**config.mk**
```make
export PLATFORM = sky130hd
export DESIGN_NAME = cbd_sampler
export DESIGN_NICKNAME = d
export VERILOG_FILES = /design/src/rtl/cbd_sampler_pkg.sv /design/src/rtl/cbd_coeff.sv /design/src/rtl/cbd_sampler.sv
export SDC_FILE = /design/constraint.sdc
export NUM_CORES = 1
export LEC_CHECK = 0
export ABC_AREA = 1
export CAP_MARGIN = 30
export CORE_MARGIN = 2
export CORE_UTILIZATION = 39
export CTS_CLUSTER_DIAMETER = 200
export DETAILED_ROUTE_END_ITERATION = 8
export PLACE_DENSITY = 0.64
export REMOVE_ABC_BUFFERS = 1
export SLEW_MARGIN = 30
export SYNTH_ARGS = -nofsm -noshare
export SYNTH_HDL_FRONTEND = slang
export SYNTH_SLANG_ARGS = --single-unit
```
**constraint.sdc**
```tcl
create_clock -name clk -period 3.1 [get_ports clk]
set_clock_uncertainty 0.2 [all_clocks]
set_input_delay 0.31 -clock clk [delete_from_list [all_inputs] [get_ports clk]]
set_output_delay 0.31 -clock clk [all_outputs]
set_load 0.01 [all_outputs]
```
**src/rtl/cbd_sampler_pkg.sv**
```systemverilog
// Shared constants, FSM encoding and sizing helpers for the centered-binomial sampler.
// KYBER_ETA1/KYBER_ETA2 are the two CBD widths a Kyber parameter set draws from.
package cbd_sampler_pkg;

  localparam int KYBER_N           = 256;
  localparam int KYBER_SPOLY_WIDTH = 3;
  localparam int KYBER_ETA1        = 3;
  localparam int KYBER_ETA2        = 2;

  typedef enum logic {
    ST_IDLE = 1'b0,
    ST_RUN  = 1'b1
  } cbd_state_e;

  // Number of input words that exactly cover one polynomial's worth of CBD bits.
  function automatic int cbd_word_limit(input int eta, input int in_width);
    return (KYBER_N * 2 * eta) / in_width;
  endfunction

endpackage

```
**src/rtl/cbd_coeff.sv**
```systemverilog
// Combinational CBD kernel: popcount of the low ETA bits minus popcount of the high ETA bits,
// returned as a KYBER_SPOLY_WIDTH-bit two's complement value in -ETA..+ETA.
module cbd_coeff
  import cbd_sampler_pkg::*;
#(
  parameter int ETA = 2
) (
  input  logic [2*ETA-1:0]             bits,
  output logic [KYBER_SPOLY_WIDTH-1:0] coeff
);

  localparam int W = KYBER_SPOLY_WIDTH;

  logic [W-1:0] a_sum;
  logic [W-1:0] b_sum;

  always_comb begin
    a_sum = '0;
    b_sum = '0;
    for (int i = 0; i < ETA; i++) begin
      a_sum = a_sum + W'(bits[i]);
      b_sum = b_sum + W'(bits[ETA+i]);
    end
  end

  // Modular subtraction already yields the correct two's complement pattern.
  assign coeff = a_sum - b_sum;

endmodule

```
**src/rtl/cbd_sampler.sv**
```systemverilog
// Centered-binomial sampler: packs PRF words into an LSB-first bit buffer and emits one
// small coefficient per handshake, KYBER_N per polynomial, then pulses done.
module cbd_sampler
  import cbd_sampler_pkg::*;
#(
  parameter int ETA       = KYBER_ETA2,
  parameter int IN_WIDTH  = 32,
  parameter int BUF_WIDTH = 48
) (
  input  logic                         clk,
  input  logic                         rst,
  input  logic                         start,
  input  logic [IN_WIDTH-1:0]          in_data,
  input  logic                         in_valid,
  output logic                         in_ready,
  output logic [KYBER_SPOLY_WIDTH-1:0] coeff_out,
  output logic                         coeff_valid,
  input  logic                         coeff_ready,
  output logic [7:0]                   coeff_idx,
  output logic                         busy,
  output logic                         done
);

  localparam int STEP   = 2 * ETA;
  localparam int WORDS  = cbd_word_limit(ETA, IN_WIDTH);
  localparam int CNT_W  = $clog2(BUF_WIDTH + 1);
  localparam int WCNT_W = $clog2(WORDS + 1);

  localparam logic [CNT_W-1:0]  CNT_STEP   = CNT_W'(STEP);
  localparam logic [CNT_W-1:0]  CNT_IN     = CNT_W'(IN_WIDTH);
  localparam logic [CNT_W-1:0]  CNT_ROOM   = CNT_W'(BUF_WIDTH - IN_WIDTH);
  localparam logic [WCNT_W-1:0] WORD_LIMIT = WCNT_W'(WORDS);
  localparam logic [7:0]        LAST_IDX   = 8'(KYBER_N - 1);

  if (ETA != 2 && ETA != 3) begin : g_bad_eta
    $error("cbd_sampler: ETA must be 2 or 3");
  end
  if (BUF_WIDTH < IN_WIDTH + STEP - 1) begin : g_bad_buf
    $error("cbd_sampler: BUF_WIDTH too small for IN_WIDTH and ETA");
  end

  cbd_state_e          state_reg;
  logic [BUF_WIDTH-1:0] bits_reg;
  logic [BUF_WIDTH-1:0] bits_shift;
  logic [BUF_WIDTH-1:0] bits_next;
  logic [CNT_W-1:0]    cnt_reg;
  logic [CNT_W-1:0]    cnt_shift;
  logic [CNT_W-1:0]    cnt_next;
  logic [WCNT_W-1:0]   word_cnt_reg;
  logic [7:0]          idx_reg;
  logic                done_reg;
  logic                run;
  logic                accept;
  logic                take;

  assign run         = (state_reg == ST_RUN);
  assign in_ready    = run && (cnt_reg <= CNT_ROOM) && (word_cnt_reg < WORD_LIMIT);
  assign coeff_valid = run && (cnt_reg >= CNT_STEP);
  assign accept      = in_valid && in_ready;
  assign take        = coeff_valid && coeff_ready;

  // Consume first, then append the new word above whatever bits remain after the shift.
  always_comb begin
    bits_shift = take ? (bits_reg >> STEP) : bits_reg;
    cnt_shift  = take ? (cnt_reg - CNT_STEP) : cnt_reg;
    bits_next  = bits_shift;
    cnt_next   = cnt_shift;
    if (accept) begin
      bits_next = bits_shift | (BUF_WIDTH'(in_data) << cnt_shift);
      cnt_next  = cnt_shift + CNT_IN;
    end
  end

  always_ff @(posedge clk) begin
    if (rst) begin
      state_reg    <= ST_IDLE;
      bits_reg     <= '0;
      cnt_reg      <= '0;
      word_cnt_reg <= '0;
      idx_reg      <= '0;
      done_reg     <= 1'b0;
    end else begin
      done_reg <= 1'b0;
      case (state_reg)
        ST_IDLE: begin
          if (start) begin
            state_reg    <= ST_RUN;
            bits_reg     <= '0;
            cnt_reg      <= '0;
            word_cnt_reg <= '0;
            idx_reg      <= '0;
          end
        end
        ST_RUN: begin
          bits_reg <= bits_next;
          cnt_reg  <= cnt_next;
          if (accept) begin
            word_cnt_reg <= word_cnt_reg + WCNT_W'(1);
          end
          if (take) begin
            if (idx_reg == LAST_IDX) begin
              state_reg <= ST_IDLE;
              idx_reg   <= '0;
              done_reg  <= 1'b1;
            end else begin
              idx_reg <= idx_reg + 8'd1;
            end
          end
        end
        default: state_reg <= ST_IDLE;
      endcase
    end
  end

  cbd_coeff #(.ETA(ETA)) u_coeff (
    .bits  (bits_reg[STEP-1:0]),
    .coeff (coeff_out)
  );

  assign coeff_idx = idx_reg;
  assign busy      = run;
  assign done      = done_reg;

endmodule

```
# Word-level counts from Yosys, hierarchy flattened
# Cells that the tools add are included.
dict set report op_classes {
  add_sub_neg 7
  n_lt_le_gt_ge 3
  eq_ne 4
  shift 1
  muxes 19
  bitwise_logic 3
  n_reduce_logical 8
}
# cell count
set ops {}
lappend ops {{48-bit 2-to-1 mux} 3}
lappend ops {{48-bit case mux with 2 select lines} 1}
lappend ops {{48-bit bitwise OR} 1}
lappend ops {{32-bit by 6-bit << shifter with 48-bit output} 1}
lappend ops {{6-bit 2-to-1 mux} 4}
lappend ops {{8-bit 2-to-1 mux} 3}
lappend ops {{6-bit case mux with 2 select lines} 2}
lappend ops {{8-bit case mux with 2 select lines} 1}
lappend ops {{8-bit by 1-bit adder with 8-bit output (second input constant)} 1}
lappend ops {{8-bit == test (second input constant)} 1}
lappend ops {{6-bit by 1-bit adder with 6-bit output (second input constant)} 1}
lappend ops {{6-bit adder (second input constant)} 1}
lappend ops {{6-bit by 3-bit >= comparator with 1-bit output (second input constant)} 1}
lappend ops {{6-bit by 5-bit <= comparator with 1-bit output (second input constant)} 1}
lappend ops {{6-bit < comparator (second input constant)} 1}
lappend ops {{6-bit by 3-bit subtractor with 6-bit output (second input constant)} 1}
lappend ops {{1-bit logical AND} 5}
lappend ops {{1-bit by 1-bit adder with 2-bit output} 2}
lappend ops {{1-bit 2-to-1 mux} 4}
lappend ops {{2-bit by 1-bit inequality test with 1-bit output (second input constant)} 2}
lappend ops {{2-bit AND reduction} 2}
lappend ops {{3-bit OR reduction} 1}
lappend ops {{3-bit subtractor} 1}
lappend ops {{2-bit inequality test (second input constant)} 1}
lappend ops {{2 further kinds} 3}
dict set report totals {
  regBits 70
  word_cells 51
}

# Longest topological paths before layout
# Gate-level depths: netlist (run 1).
dict set report logic_depth {
  ltp_word 8
  mapped_depth 19
  depth_no_buf 18
}

# Cells and area by module
# From an unflattened synthesis (run 1), not the netlist that was laid out.
dict set report hier_totals {
  hier_cells 814
  area_unflattened_um2 5012.3
}
# mod instances cells_each area_each_um2 seq_area_each_um2
set by_module_without_submodules {}
lappend by_module_without_submodules {cbd_sampler 1 806 4948.5 1361.3}
lappend by_module_without_submodules {cbd_coeff 1 8 63.8 0.0}

# Least setup slack after synthesis (run 1)
# No wires, ideal clock.
dict set report synth_timing {
  path_type {register to register}
  from {reg cnt_reg[2]}
  to {reg bits_reg[38]}
  setup_time_ps 132
  t_arrival_ps 2048
  t_required_ps 2768
  slack_ps 720
  path_stages_with_launch 18
  synth_period_minus_slack_ps 2380
  cell_sequence {dfxtp_1 inv_2 ha_1 inv_2 nor2_4 nand2_4 nand3_4 nand2_4 nand2_2 buf_4 o21ai_1 nand2_1 nand3_1 nand2_1 nand2_1 nand2_1 nand2_1 a21oi_1}
}
dict set report synth_via {
  elab_chain_len 8
  word_cells_on_any_way 14
}
# item line
set synth_lines {}
lappend synth_lines {{start: declaration} cbd_sampler.sv:46} ;# logic [CNT_W-1:0] cnt_reg;
lappend synth_lines {{start signal: assignment} cbd_sampler.sv:96} ;# cnt_reg <= cnt_next;
lappend synth_lines {{6-bit by 3-bit >= comparator with 1-bit output} cbd_sampler.sv:58} ;# assign coeff_valid = run && (cnt_reg >= CNT_STEP);
lappend synth_lines {{1-bit logical AND} cbd_sampler.sv:58}
lappend synth_lines {{1-bit logical AND} cbd_sampler.sv:60} ;# assign take = coeff_valid && coeff_ready;
lappend synth_lines {{6-bit 2-to-1 mux} cbd_sampler.sv:65} ;# cnt_shift = take ? (cnt_reg - CNT_STEP) : cnt_reg;
lappend synth_lines {{32-bit by 6-bit << shifter with 48-bit output} cbd_sampler.sv:69} ;# bits_next = bits_shift | (BUF_WIDTH'(in_data) << cnt_shift);
lappend synth_lines {{48-bit bitwise OR} cbd_sampler.sv:69}
lappend synth_lines {{48-bit 2-to-1 mux *} cbd_sampler.sv:68} ;# if (accept) begin
lappend synth_lines {{48-bit case mux with 2 select lines *} cbd_sampler.sv:84} ;# case (state_reg)
lappend synth_lines {{end signal: assignment} cbd_sampler.sv:95} ;# bits_reg <= bits_next;
lappend synth_lines {{end: declaration} cbd_sampler.sv:43} ;# logic [BUF_WIDTH-1:0] bits_reg;
# Mark *: on every way between the ends. The rest lies on a longest branch, timed or not.
# A chain may end at the register's enable or synchronous reset.

# Worst setup path after layout (run 1)
dict set report layout_timing {
  from {reg cnt_reg[2]}
  to {reg bits_reg[46]}
}
# Same word-level chain as after synthesis.

==> summary.txt, run 1 <==
Synth
  – Top cells by area, synth: dfxtp_1 27%, nand2_1 23%, nand3_1 8.1%
  – Cell type contributing the most total cell area after synthesis: dfxtp_1
  – YS warnings: 0
  – Mean Syn Cell Area: 6.26 um^2
  – Register area share after synthesis: 0.268
  – Post-synth top area share: 0.268
  – Netlist Area Pre-Place: 0.00508 mm^2
  – Unique masters post-synth: 37
  – Yosys reg bits: 68
  – Mapped Cells: 812

Clock tree
  – Post-CTS setup buffers: 0
  – Worst-path clk slew: 60 ps
  – Clock sinks: 68
  – Clock buffer depth: 2
  – Clk root buf: clkbuf_16
  – CTS buffer count: 9
  – Clk Latency, worst-skew pair: 340 ps
  – H-tree depth: 3
  – CTS tree: yes

Route
  – Via count of the routed design: 5553
  – Routed WL: 15300 um
  – ANT nets after route: 0
  – Wire per inst: 14.8 um
  – Number of vias per cell: 5.40
  – DR pass1 iterations: 5
  – DRC: 0
  – Drt initial violations: 484

Die
  – Die Span Y: 118 um
  – Cell Rows: 41
  – Core footprint: 0.0127 mm^2
  – # IOs: 52
  – Die Area: 0.0140 mm^2
  – DIE WIDTH: 118 um
  – Starting Density: 0.401

Critical path
  – Reg-to-reg endpoint: bits_reg[46]$_SDFFE_PP0P_
  – Kind of cell adding the most delay to the critical path: simple AND/OR/NAND/NOR gates
  – Worst Path Arrival: 2840 ps
  – Max incr delay on CP: 420 ps
  – Critical Path Source Type: register
  – Most frequent cell on the critical path: nand2_1
  – Slowest-stage cell, CP: dfxtp_2
  – R2R setup slack: 320 ps
  – Endpoint class of the critical path: register
  – Crit Path Category: reg2reg
  – Crit-path cells: inv_2 > ha_1 > inv_2 > nor2_4 > nand2_4 > nand3_4 > nand2_4 > nand2_2 > buf_4 > nand2_1 > o21ai_1 > nand2_1 > nand3_1 > nand2_1 > nand2_1 > nand2_1 > nand2_1 > a21oi_1
  – Reg2reg path depth: 18
  – Crit path max fanout: 18
  – RR Startpoint: cnt_reg[2]$_SDFFE_PP0P_
  – Worst Path Required: 3170 ps
  – Worst Path Buf+Inv: 3

Layout
  – Antenna cell count: 0
  – Fillers: 1341
  – Most frequent cells in the layout: 307 x nand2_1, 82 x nand3_1, 81 x a21oi_1
  – Synthesis-to-layout area growth: 19.5%
  – Final nets: 898
  – Most common cell after layout, fill and taps aside: nand2_1
  – Layout cells sized above 1: 0.0910
  – Max FFs per register: 48

Timing
  – Final Setup Violations: 0
  – Period Utilization, post-route: 0.896
  – Min Clock Period, post-route: 2780 ps
  – Worst slew pin tran: 705 ps
  – Setup tns final: 0 ps
  – RSZ-0062 raised after global routing: no
  – Slew margin rel.: 0.530
  – Max-slew violations: 0
  – Final WS setup: 324 ps
  – Final Hold Viols: 0
  – Max Fclk: 0.360 GHz

Global routing
  – Total global routing overflow: 0
  – First-pass GRT wire length: 25800 um
  – Vias in the first global route: 5223
  – Gr usage total: 0.226
  – Initial antenna violation count: 0
  – Largest net degree at the start of global routing: 59

Pwr
  – Pwr dens: 388 mW/mm^2
  – Static leakage: 2.80 nW
  – Peak VDD IR: 0.329 mV

Place
  – GP Congestion: 0.877
  – Worst Setup Slack post-DPL: 230 ps
  – Hpwl dp: 10400 um
  – Port bufs: 51

Run
  – Max-cap violations: 0

Worst hold path
  – Worst Hold Path EP: coeff_idx[7]$_SDFFE_PP0P_
  – Hold Path Depth: 2
  – Worst hold path class: in2reg
  – Worst Hold Launch: rst

Run status
  – Status: finished, final reports clean
==> kinds of logic after synthesis <==
family | count (synthesis) | share of synthesized area
fa+ha+maj | 9 | 0.0236
buf+inv | 95 | 0.0908
simple gates | 448 | 0.378
xor+xnor | 3 | 0.00517
flops | 68 | 0.268
compound gates | 156 | 0.169
mux | 33 | 0.0650
==> layer usage <==
| metal | global-route usage | routed length [um] |
|---|---|---|
| met2 | 0.349 | 6700 |
| met3 | 0.0516 | 997 |
| met4 | 0.0836 | 318 |
| met5 | 0 | 0 |
| met1 | 0.307 | 7260 |
==> worst reg2reg max path, cell delays in order, from the launching register on <==
cell and delay, ps:
dfxtp_2 420, inv_2 100, ha_1 240, inv_2 70, nor2_4 40, nand2_4 80, nand3_4 190, nand2_4 120
nand2_2 240, buf_4 260, nand2_1 70, o21ai_1 80, nand2_1 60, nand3_1 130, nand2_1 90, nand2_1 60
nand2_1 60, nand2_1 50, a21oi_1 150
==> worst max path at each step <==
stage,startpoint,endpoint,cells past startpoint
finish,cnt_reg[2]$_SDFFE_PP0P_,bits_reg[46]$_SDFFE_PP0P_,18
CTS,cnt_reg[2]$_SDFFE_PP0P_,bits_reg[36]$_SDFFE_PP0P_,15
detailed placement,cnt_reg[2]$_SDFFE_PP0P_,bits_reg[46]$_SDFFE_PP0P_,18
floorplan,busy$_SDFF_PP0_,bits_reg[41]$_SDFFE_PP0P_,12
global placement,cnt_reg[2]$_SDFFE_PP0P_,bits_reg[34]$_SDFFE_PP0P_,15
global route,cnt_reg[3]$_SDFFE_PP0P_,bits_reg[46]$_SDFFE_PP0P_,18
==> through the flow <==
step / utilization / power, mW / area [um^2] / hold WS [ps] / std cells
5_1_grt: 0.479 / 2.45 / 6070 / 281 / 1029
4_1_cts: 0.478 / 2.38 / 6060 / 247 / 1029
2_1_floorplan: - / 1.08 / 4790 / 179 / 761
6_report: 0.479 / 2.36 / 6070 / 269 / 1029
3_5_place_dp: 0.453 / 1.23 / 5740 / 265 / 1013
3_3_place_gp: 0.453 / 1.23 / 5740 / 256 / 1013
==> synth_stat cells <==
library cell,number
a211oi_1,5
xnor2_1,1
nand3_2,1
buf_6,8
o21ai_1,25
o211a_1,1
xor2_1,2
o21ai_4,1
nor2_4,1
inv_2,6
buf_2,22
o21ai_2,3
a31oi_1,2
mux2i_1,33
a21oi_1,81
nand4_1,7
ha_1,8
buf_4,4
dfxtp_1,68
o211ai_1,15
nor3_1,8
inv_4,1
nand4_2,2
or2_2,1
inv_1,37
nand2_4,5
nor3b_1,2
nand2_1,307
nand3_4,1
clkbuf_1,15
nand3_1,82
nand2_2,4
nor2_1,24
o21ai_0,23
buf_1,2
nor2_2,3
fa_1,1
==> power by group <==
group          switching [mW]  internal [mW]
sequential             0.0103          0.885
clock                   0.411          0.726
combinational           0.200          0.123
==> what timing repair did <==
item	CTS	global route
setup endpoints to repair	0	6
hold buffers	0	0
hold endpoints to repair	0	0
gates resized for setup	0	2
==> layout make-up <==
cell class	count	area [um^2]	share of cell area
Multi-Input combinational cell	649	3280	0.539
Timing Repair Buffer	80	723	0.119
Clock buffer	10	239	0.0394
Sequential cell	68	1360	0.225
Clock inverter	6	87.6	0.0144
Tap cell	172	215	0.0354
Inverter	44	168	0.0276
Power figures use the tool's default switching activity.
==> run 2, diff against run 1 <==
--- a/config.mk
+++ b/config.mk
@@ -12,6 +12,7 @@
 export CTS_CLUSTER_DIAMETER = 200
 export DETAILED_ROUTE_END_ITERATION = 8
 export PLACE_DENSITY = 0.64
+export RECOVER_POWER = 100
 export REMOVE_ABC_BUFFERS = 1
 export SLEW_MARGIN = 30
 export SYNTH_ARGS = -nofsm -noshare
==> run 2 against run 1 <==
Against the previous run:
- clock power hardly changed
- sequential cell count stayed put
- hold slack worse by 10 ps
- wire length is 0.44% lower
- final area is 0.25% lower
- utilization is 0.12 points lower
- critical path depth is 12 lower
- via count hardly changed
- final cell count stayed put
- clock-buffer cell count stayed put
- first-iteration DRC count is 2.7% higher
==> summary.txt, run 2 (same netlist as run 1, synthesis figures left out) <==
Pwr
  – Pwr dens: 388 mW/mm^2
  – Static leakage: 2.84 nW
  – Total Power: 2.35 mW
  – Peak VDD IR: 0.329 mV

Clock tree
  – Worst-path clk slew: 60 ps
  – CTS buffer count: 9
  – H-tree depth: 3
  – Clk root buf: clkbuf_16
  – Clk Latency, worst-skew pair: 340 ps
  – Clock sinks: 68
  – CTS Hold Buffers Added: 0
  – CTS tree: yes
  – Clock buffer depth: 2

Route
  – DRC: 0
  – Wire per inst: 14.8 um
  – Drt initial violations: 497
  – Routed WL: 15200 um
  – Via count of the routed design: 5557
  – DR pass1 iterations: 5
  – Number of vias per cell: 5.40
  – ANT nets after route: 0

Die
  – Cell Rows: 41
  – Core footprint: 0.0127 mm^2
  – # IOs: 52
  – Starting Density: 0.401
  – Die Span Y: 118 um
  – Die Area: 0.0140 mm^2
  – DIE WIDTH: 118 um

Global routing
  – First-pass GRT wire length: 25800 um
  – Total global routing overflow: 0
  – Vias in the first global route: 5223
  – Largest net degree at the start of global routing: 59
  – Gr usage total: 0.226
  – Initial antenna violation count: 0

Place
  – GP Congestion: 0.877
  – Port bufs: 51
  – DP Cell Count: 1013
  – Hpwl dp: 10400 um

Layout
  – Max FFs per register: 48
  – Area of the multi-input gates: 0.00327 mm^2
  – Most frequent cells in the layout: 309 x nand2_1, 82 x nand3_1, 81 x a21oi_1
  – Layout cells sized above 1: 0.0840
  – Antenna cell count: 0
  – Finished Layout Cells: 1029
  – Most common cell after layout, fill and taps aside: nand2_1
  – Fillers: 1343
  – Final nets: 898
  – Register area: 0.00136 mm^2
  – Synthesis-to-layout area growth: 19.2%

Critical path
  – Worst Path Required: 2590 ps
  – Crit path max fanout: 3
  – Endpoint class of the critical path: output port
  – Crit Path Category: reg2out
  – Reg2reg path depth: 15
  – Critical Path Source Type: register
  – Worst Path Arrival: 2320 ps

Timing
  – Final Setup Violations: 0
  – Slew margin rel.: 0.507
  – Max Fclk: 0.354 GHz
  – Period Utilization, post-route: 0.911
  – Final Hold Viols: 0
  – Max-slew violations: 0
  – RSZ-0062 raised after global routing: no
  – Worst slew pin tran: 739 ps
  – Min Clock Period, post-route: 2830 ps

Run status
  – Status: finished, final reports clean

Run
  – Max-cap violations: 0

Worst hold path
  – Worst hold path class: in2reg
  – Hold Path Depth: 2
-- run 2: changes by cell type in the layout (fill, tap and decap cells not counted), sizes merged --
| cell | delta |
|---|---|
| clkdlybuf4s50 | -14 |
| dlygate4sd3 | +14 |
| buf | -4 |
| clkbuf | +4 |
-- run 2: final timing paths --
kind,start,end,slack (ps)
worst min register to register,bits_reg[43]$_SDFFE_PP0P_,bits_reg[43]$_SDFFE_PP0P_,270
worst max register to register,cnt_reg[2]$_SDFFE_PP0P_,bits_reg[26]$_SDFFE_PP0P_,280
worst max-delay path,bits_reg[0]$_SDFFE_PP0P_,coeff_out[1],270
worst min-delay path,rst,coeff_idx[7]$_SDFFE_PP0P_,260
-- run 2: timing repair --
| item | 4_1_cts | 5_1_grt |
|---|---|---|
| endpoints found under the hold margin | 0 | 0 |
| resized for setup | 0 | 2 |
| buffers inserted | 0 | 0 |
| endpoints found under the setup margin | 0 | 6 |
-- run 2: critical path: stages, from the launching register on --
cell,delay (ps)
dfxtp_1,340
ha_1,290
inv_1,40
ha_1,200
fa_1,490
inv_1,30
dlygate4sd3_1,590
-- run 2: final cells by class --
cell class | count | share of cell area
Tap cell | 172 | 0.0355
Timing Repair Buffer | 80 | 0.118
Inverter | 44 | 0.0277
Clock inverter | 6 | 0.0145
Clock buffer | 10 | 0.0395
Sequential cell | 68 | 0.225
Multi-Input combinational cell | 649 | 0.540
-- run 2: stage by stage --
| stage | utilization | area (um^2) | TNS [ps] | worst slack [ps] | hold slack, ps |
|---|---|---|---|---|---|
| 4_1_cts | 0.478 | 6060 | 0 | 213 | 247 |
| 2_1_floorplan | - | 4790 | -49500 | -1020 | 179 |
| 3_5_place_dp | 0.453 | 5740 | 0 | 230 | 265 |
| 6_report | 0.478 | 6060 | 0 | 275 | 259 |
| 5_1_grt | 0.478 | 6060 | 0 | 46.8 | 281 |
| 3_3_place_gp | 0.453 | 5740 | 0 | 293 | 256 |
-- run 2: per-layer routing --
layer,vias up,GRT usage,routed length [um]
li1,2780,-,-
met1,2549,0.307,7080
met2,206,0.349,6760
met3,22,0.0516,1080
met4,0,0.0836,285
met5,-,0,0
-- run 2: power by group --
group          switching (mW)  internal [mW]
clock                   0.411          0.726
combinational           0.198          0.121
sequential             0.0102          0.885
total                   0.619           1.73
==> run 3, diff against run 2 <==
--- a/config.mk
+++ b/config.mk
@@ -13,7 +13,7 @@
 export DETAILED_ROUTE_END_ITERATION = 8
 export PLACE_DENSITY = 0.64
 export RECOVER_POWER = 100
-export REMOVE_ABC_BUFFERS = 1
+export SKIP_LAST_GASP = 1
 export SLEW_MARGIN = 30
 export SYNTH_ARGS = -nofsm -noshare
 export SYNTH_HDL_FRONTEND = slang
==> run 3 against run 2 <==
Against the previous run:
- clock power down 11%
- clock-buffer cell count is 2 higher
- sequential share of layout area grew 0.30 points
- largest cell class unchanged
- largest power group unchanged
==> summary.txt, run 3 (same netlist as run 1, synthesis figures left out) <==
Pwr
  – Peak VDD IR: 0.281 mV
  – Pwr dens: 373 mW/mm^2
  – Static leakage: 2.77 nW
  – Total Power: 2.23 mW

Die
  – Core footprint: 0.0127 mm^2
  – Starting Density: 0.401
  – Die Span Y: 118 um
  – DIE WIDTH: 118 um
  – Cell Rows: 41
  – Die Area: 0.0140 mm^2
  – # IOs: 52

Timing
  – Final Setup Violations: 0
  – Setup tns final: 0 ps
  – Min Hold Slack: 65.5 ps
  – Max Fclk: 0.343 GHz
  – Worst slew pin tran: 809 ps
  – Final Hold Viols: 0
  – Period Utilization, post-route: 0.940
  – RSZ-0062 raised after global routing: no
  – Min Clock Period, post-route: 2910 ps
  – Slew margin rel.: 0.460
  – Max-slew violations: 0

Global routing
  – Initial antenna violation count: 0
  – Gr usage total: 0.223
  – Total global routing overflow: 0
  – Vias in the first global route: 5127
  – Largest net degree at the start of global routing: 56
  – First-pass GRT wire length: 25600 um

Layout
  – Core Util, Final: 0.471
  – Most frequent cells in the layout: 307 x nand2_1, 82 x nand3_1, 81 x a21oi_1
  – Finished Layout Cells: 1015
  – Layout cells sized above 1: 0.0712
  – Synthesis-to-layout area growth: 17.5%
  – Max FFs per register: 48
  – Most common cell after layout, fill and taps aside: nand2_1
  – Final nets: 886
  – Antenna cell count: 0

Run
  – Max-cap violations: 0

Clock tree
  – CTS buffer count: 9
  – Post-CTS setup buffers: 0
  – Clk Latency, worst-skew pair: 330 ps
  – Clk root buf: clkbuf_16
  – Worst-path clk slew: 50 ps
  – Clock buffer depth: 2
  – Clock sinks: 68
  – CTS tree: yes
  – H-tree depth: 3

Critical path
  – Crit Path Category: reg2reg
  – Crit path max fanout: 54
  – Worst Path Arrival: 2900 ps
  – Critical Path Source Type: register
  – Worst Path Required: 3090 ps
  – Endpoint class of the critical path: register

Route
  – Drt initial violations: 463
  – DR pass1 iterations: 7
  – DRC: 0
  – ANT nets after route: 0
  – Via count of the routed design: 5407
  – Routed WL: 15100 um
  – Number of vias per cell: 5.33
  – Wire per inst: 14.9 um

Place
  – Port bufs: 51
  – Hpwl dp: 10600 um
  – GP Congestion: 0.925
  – DP Cell Count: 1001

Worst hold path
  – Worst hold path class: in2reg

Synth
  – Post-Syn Nets: 858

Run status
  – Status: finished, final reports clean
==> run 3: cell count changes in the layout (fill, tap and decap cells not counted), sizes merged <==
cell,previous run,this run
buf,26,17
bufinv,2,1
clkbuf,14,13
clkinv,4,1
==> run 3: what timing repair did <==
action / 4_1_cts / 5_1_grt
resized for setup: 0 / 2
hold buffers: 0 / 0
endpoints found under the hold margin: 0 / 0
setup endpoints to repair: 0 / 17
==> run 3: area by class of cell <==
type,count,area [um^2]
repair buffers,68,667
clock inverters,2,35.0
flip-flops and latches,68,1360
inverters,44,168
multi-input cells,649,3270
clock buffers,12,256
fillers,1338,6700
well taps,172,215
==> run 3: worst paths after layout <==
check,startpoint,to,slack [ps],depth (start not counted)
worst min-delay path,rst,coeff_idx[1]$_SDFFE_PP0P_,70,2
worst max-delay path,cnt_reg[3]$_SDFFE_PP0P_,bits_reg[6]$_SDFFE_PP0P_,190,11
worst min register to register,bits_reg[27]$_SDFFE_PP0P_,bits_reg[27]$_SDFFE_PP0P_,280,2
worst max register to register,cnt_reg[3]$_SDFFE_PP0P_,bits_reg[6]$_SDFFE_PP0P_,190,11
==> run 3: critical path, cell delays in order, from the launching register on <==
cell and delay, ps:
dfxtp_1 320, inv_1 160, ha_1 230, inv_2 50, nor2_4 90, nand2_4 80, nand3_4 160, buf_4 660
mux2i_1 370, o21ai_0 220, nand2_1 110, a21oi_1 60
==> run 3: per-stage QoR <==
| step | setup WS, ps | cell area, um^2 |
|---|---|---|
| floorplan | 720 | 5080 |
| global placement | 135 | 5680 |
| detailed placement | 103 | 5680 |
| CTS | 93.2 | 5970 |
| global route | 21.8 | 5970 |
| finish | 186 | 5970 |
==> run 3: per-layer routing <==
metal	track usage	share of wire
met5	0	0
met4	0.0994	0.032
met3	0.0420	0.055
met2	0.359	0.47
met1	0.288	0.45
==> run 3: power by group <==
| group | internal [mW] | total (mW) | switching, mW |
|---|---|---|---|
| Clock | 0.656 | 1.01 | 0.358 |
| Combinational | 0.119 | 0.316 | 0.197 |
| Sequential | 0.886 | 0.897 | 0.0113 |
==> RTL edit, RTL diff (config.mk and constraints of run 1) <==
The package constant `KYBER_SPOLY_WIDTH` goes from 3 to 6.
--- a/src/rtl/cbd_sampler_pkg.sv
+++ b/src/rtl/cbd_sampler_pkg.sv
@@ -4,5 +4,5 @@
 
   localparam int KYBER_N           = 256;
-  localparam int KYBER_SPOLY_WIDTH = 3;
+  localparam int KYBER_SPOLY_WIDTH = 6;
   localparam int KYBER_ETA1        = 3;
   localparam int KYBER_ETA2        = 2;
Ports: changed (resized coeff_out); port bits go from 52 to 55. No check against the original RTL was run, so the function may have changed too.
==> RTL edit against run 1 <==
  * Power increased by 2.8%
  * Final area increased by 0.10%
  * Area after synthesis increased by 0.52%
  * Routed wire length decreased by 0.56%
  * Worst setup slack got worse by 0.081 ns
  * Sequential power about the same
  * Sequential cell count unchanged
  * Sequential share of layout area about the same
==> RTL edit: results (changes against run 1) <==
{
  "peak_vdd_ir": {"value": 272.8, "unit": "uV", "change": "was 329.4 uV"},
  "numPortBuffers": {"value": 54, "change": "was 51"},
  "wl_met1": {"value": 7155, "unit": "um", "change": "was 7256 um"},
  "worst_hold_path_type": {"value": "reg -> reg", "change": "was in -> reg"},
  "ff2ff_setup_slack": {"value": 0.24, "unit": "ns", "change": "was 0.32 ns"},
  "worstMarginPinSlew": {"value": 0.6609, "unit": "ns", "change": "was 0.7052 ns"},
  "r2r_cells": {"value": 15, "change": "was 18"},
  "critical_path_arrival": {"value": 2.93, "unit": "ns", "change": "was 2.84 ns"},
  "netlist_top_cells_area": {"value": "dfxtp_1, nand2_1, nand3_1", "change": "unchanged"},
  "rd_place_congestion": {"value": 0.9118, "change": "was 0.8773"},
  "routed-wl-met2": {"value": 6778, "unit": "um", "change": "was 6699 um"},
  "synth_commonest_cells": {"value": "nand2_1, nand3_1, a21oi_1", "change": "unchanged"},
  "drive_gt1_share": {"value": 8.941, "unit": "%", "change": "was 9.102%"},
  "post_layout_nonfiller_instances": {"value": 1022, "change": "was 1029"},
  "grtUsageMet3": {"value": 4.778, "unit": "%", "change": "was 5.164%"},
  "grt_pass1_vias": {"value": 4953, "change": "was 5223"},
  "crit_path_max_incr_delay": {"value": 0.46, "unit": "ns", "change": "was 0.42 ns"},
  "avgSynthCellArea": {"value": 6.284, "unit": "um^2", "change": "was 6.259 um^2"},
  "grt_max_degree": {"value": 54, "change": "was 59"},
  "nets": {"value": 891, "change": "was 898"},
  "detailedPlace.worstSlack": {"value": 0.2129, "unit": "ns", "change": "was 0.2303 ns"},
  "iteration_0_drc_markers": {"value": 437, "change": "was 484"},
  "grt.met2_usage": {"value": 35.33, "unit": "%", "change": "was 34.86%"},
  "worst_path_max_delay_cell": {"value": "nand2_4", "change": "was dfxtp_2"},
  "grt_first_pass_wirelength": {"value": 25210, "unit": "um", "change": "was 25830 um"},
  "critical_path_peak_fanout": {"value": 43, "change": "was 18"},
  "synth.yosys.seq_area_share": {"value": 26.65, "unit": "%", "change": "was 26.78%"},
  "via_per_inst": {"value": 5.321, "change": "was 5.397"},
  "worst_setup_path_endpoint": {"value": "bits_reg[38]", "change": "was bits_reg[46]"},
  "wl_met3": {"value": 929, "unit": "um", "change": "was 997 um"},
  "yosys.cell_types.count": {"value": 39, "change": "was 37"},
  "result_of_the_run": {"value": "finished, final reports clean", "change": "unchanged"}
}
RTL edit: cell types whose count changed after synthesis, sizes merged, moves of 2 or more:
cell    change
buf         +2
nand3       +6
nor2        -3
o211ai      -3
RTL edit: report_power, final:
| part | switching [mW] | internal, mW | total, mW |
|---|---|---|---|
| clock | 0.410 | 0.784 | 1.19 |
| combinational | 0.204 | 0.129 | 0.333 |
| sequential | 0.0105 | 0.885 | 0.896 |
| total | 0.624 | 1.80 | 2.42 |
RTL edit: worst min path at each step:
stage                          from              end  slack (ns)  cells after the start
finish              word_cnt_reg[5]  word_cnt_reg[5]        0.25                      2
global route        word_cnt_reg[5]  word_cnt_reg[5]        0.28                      2
CTS                 word_cnt_reg[5]  word_cnt_reg[5]        0.26                      2
detailed placement  word_cnt_reg[5]  word_cnt_reg[5]        0.25                      2
global placement    word_cnt_reg[5]  word_cnt_reg[5]        0.24                      2
floorplan                       rst      bits_reg[0]        0.18                      1
RTL edit: what timing repair did:
action	CTS	global route
hold buffers	0	0
resized for setup	0	1
buffers inserted	0	0
setup endpoints to repair	0	1
RTL edit: logic make-up after synthesis:
kind of cell	synth area share, %
and+or+nand+nor	37.91
adders and majority gates	2.351
xor gates and xnor gates	0.5144
AOI/OAI and AO/OA	17.05
DFF	26.65
buffers and inverters	9.062
muxes	6.466
RTL edit: worst max-delay path, delay by kind of cell (launching register included):
family	cells	cell delay [ns]
adders and majority gates	1	0.24
DFF	1	0.43
AOI/OAI and AO/OA	3	0.41
and+or+nand+nor	9	1.28
buffers and inverters	2	0.19
RTL edit: area by class of cell:
type	count	area [um^2]
well taps	172	215.2
repair buffers	74	701.9
flip-flops and latches	68	1363
multi-input cells	648	3292
clock buffers	9	225.2
clock inverters	7	113.9
inverters	44	167.7
fillers	1383	6644
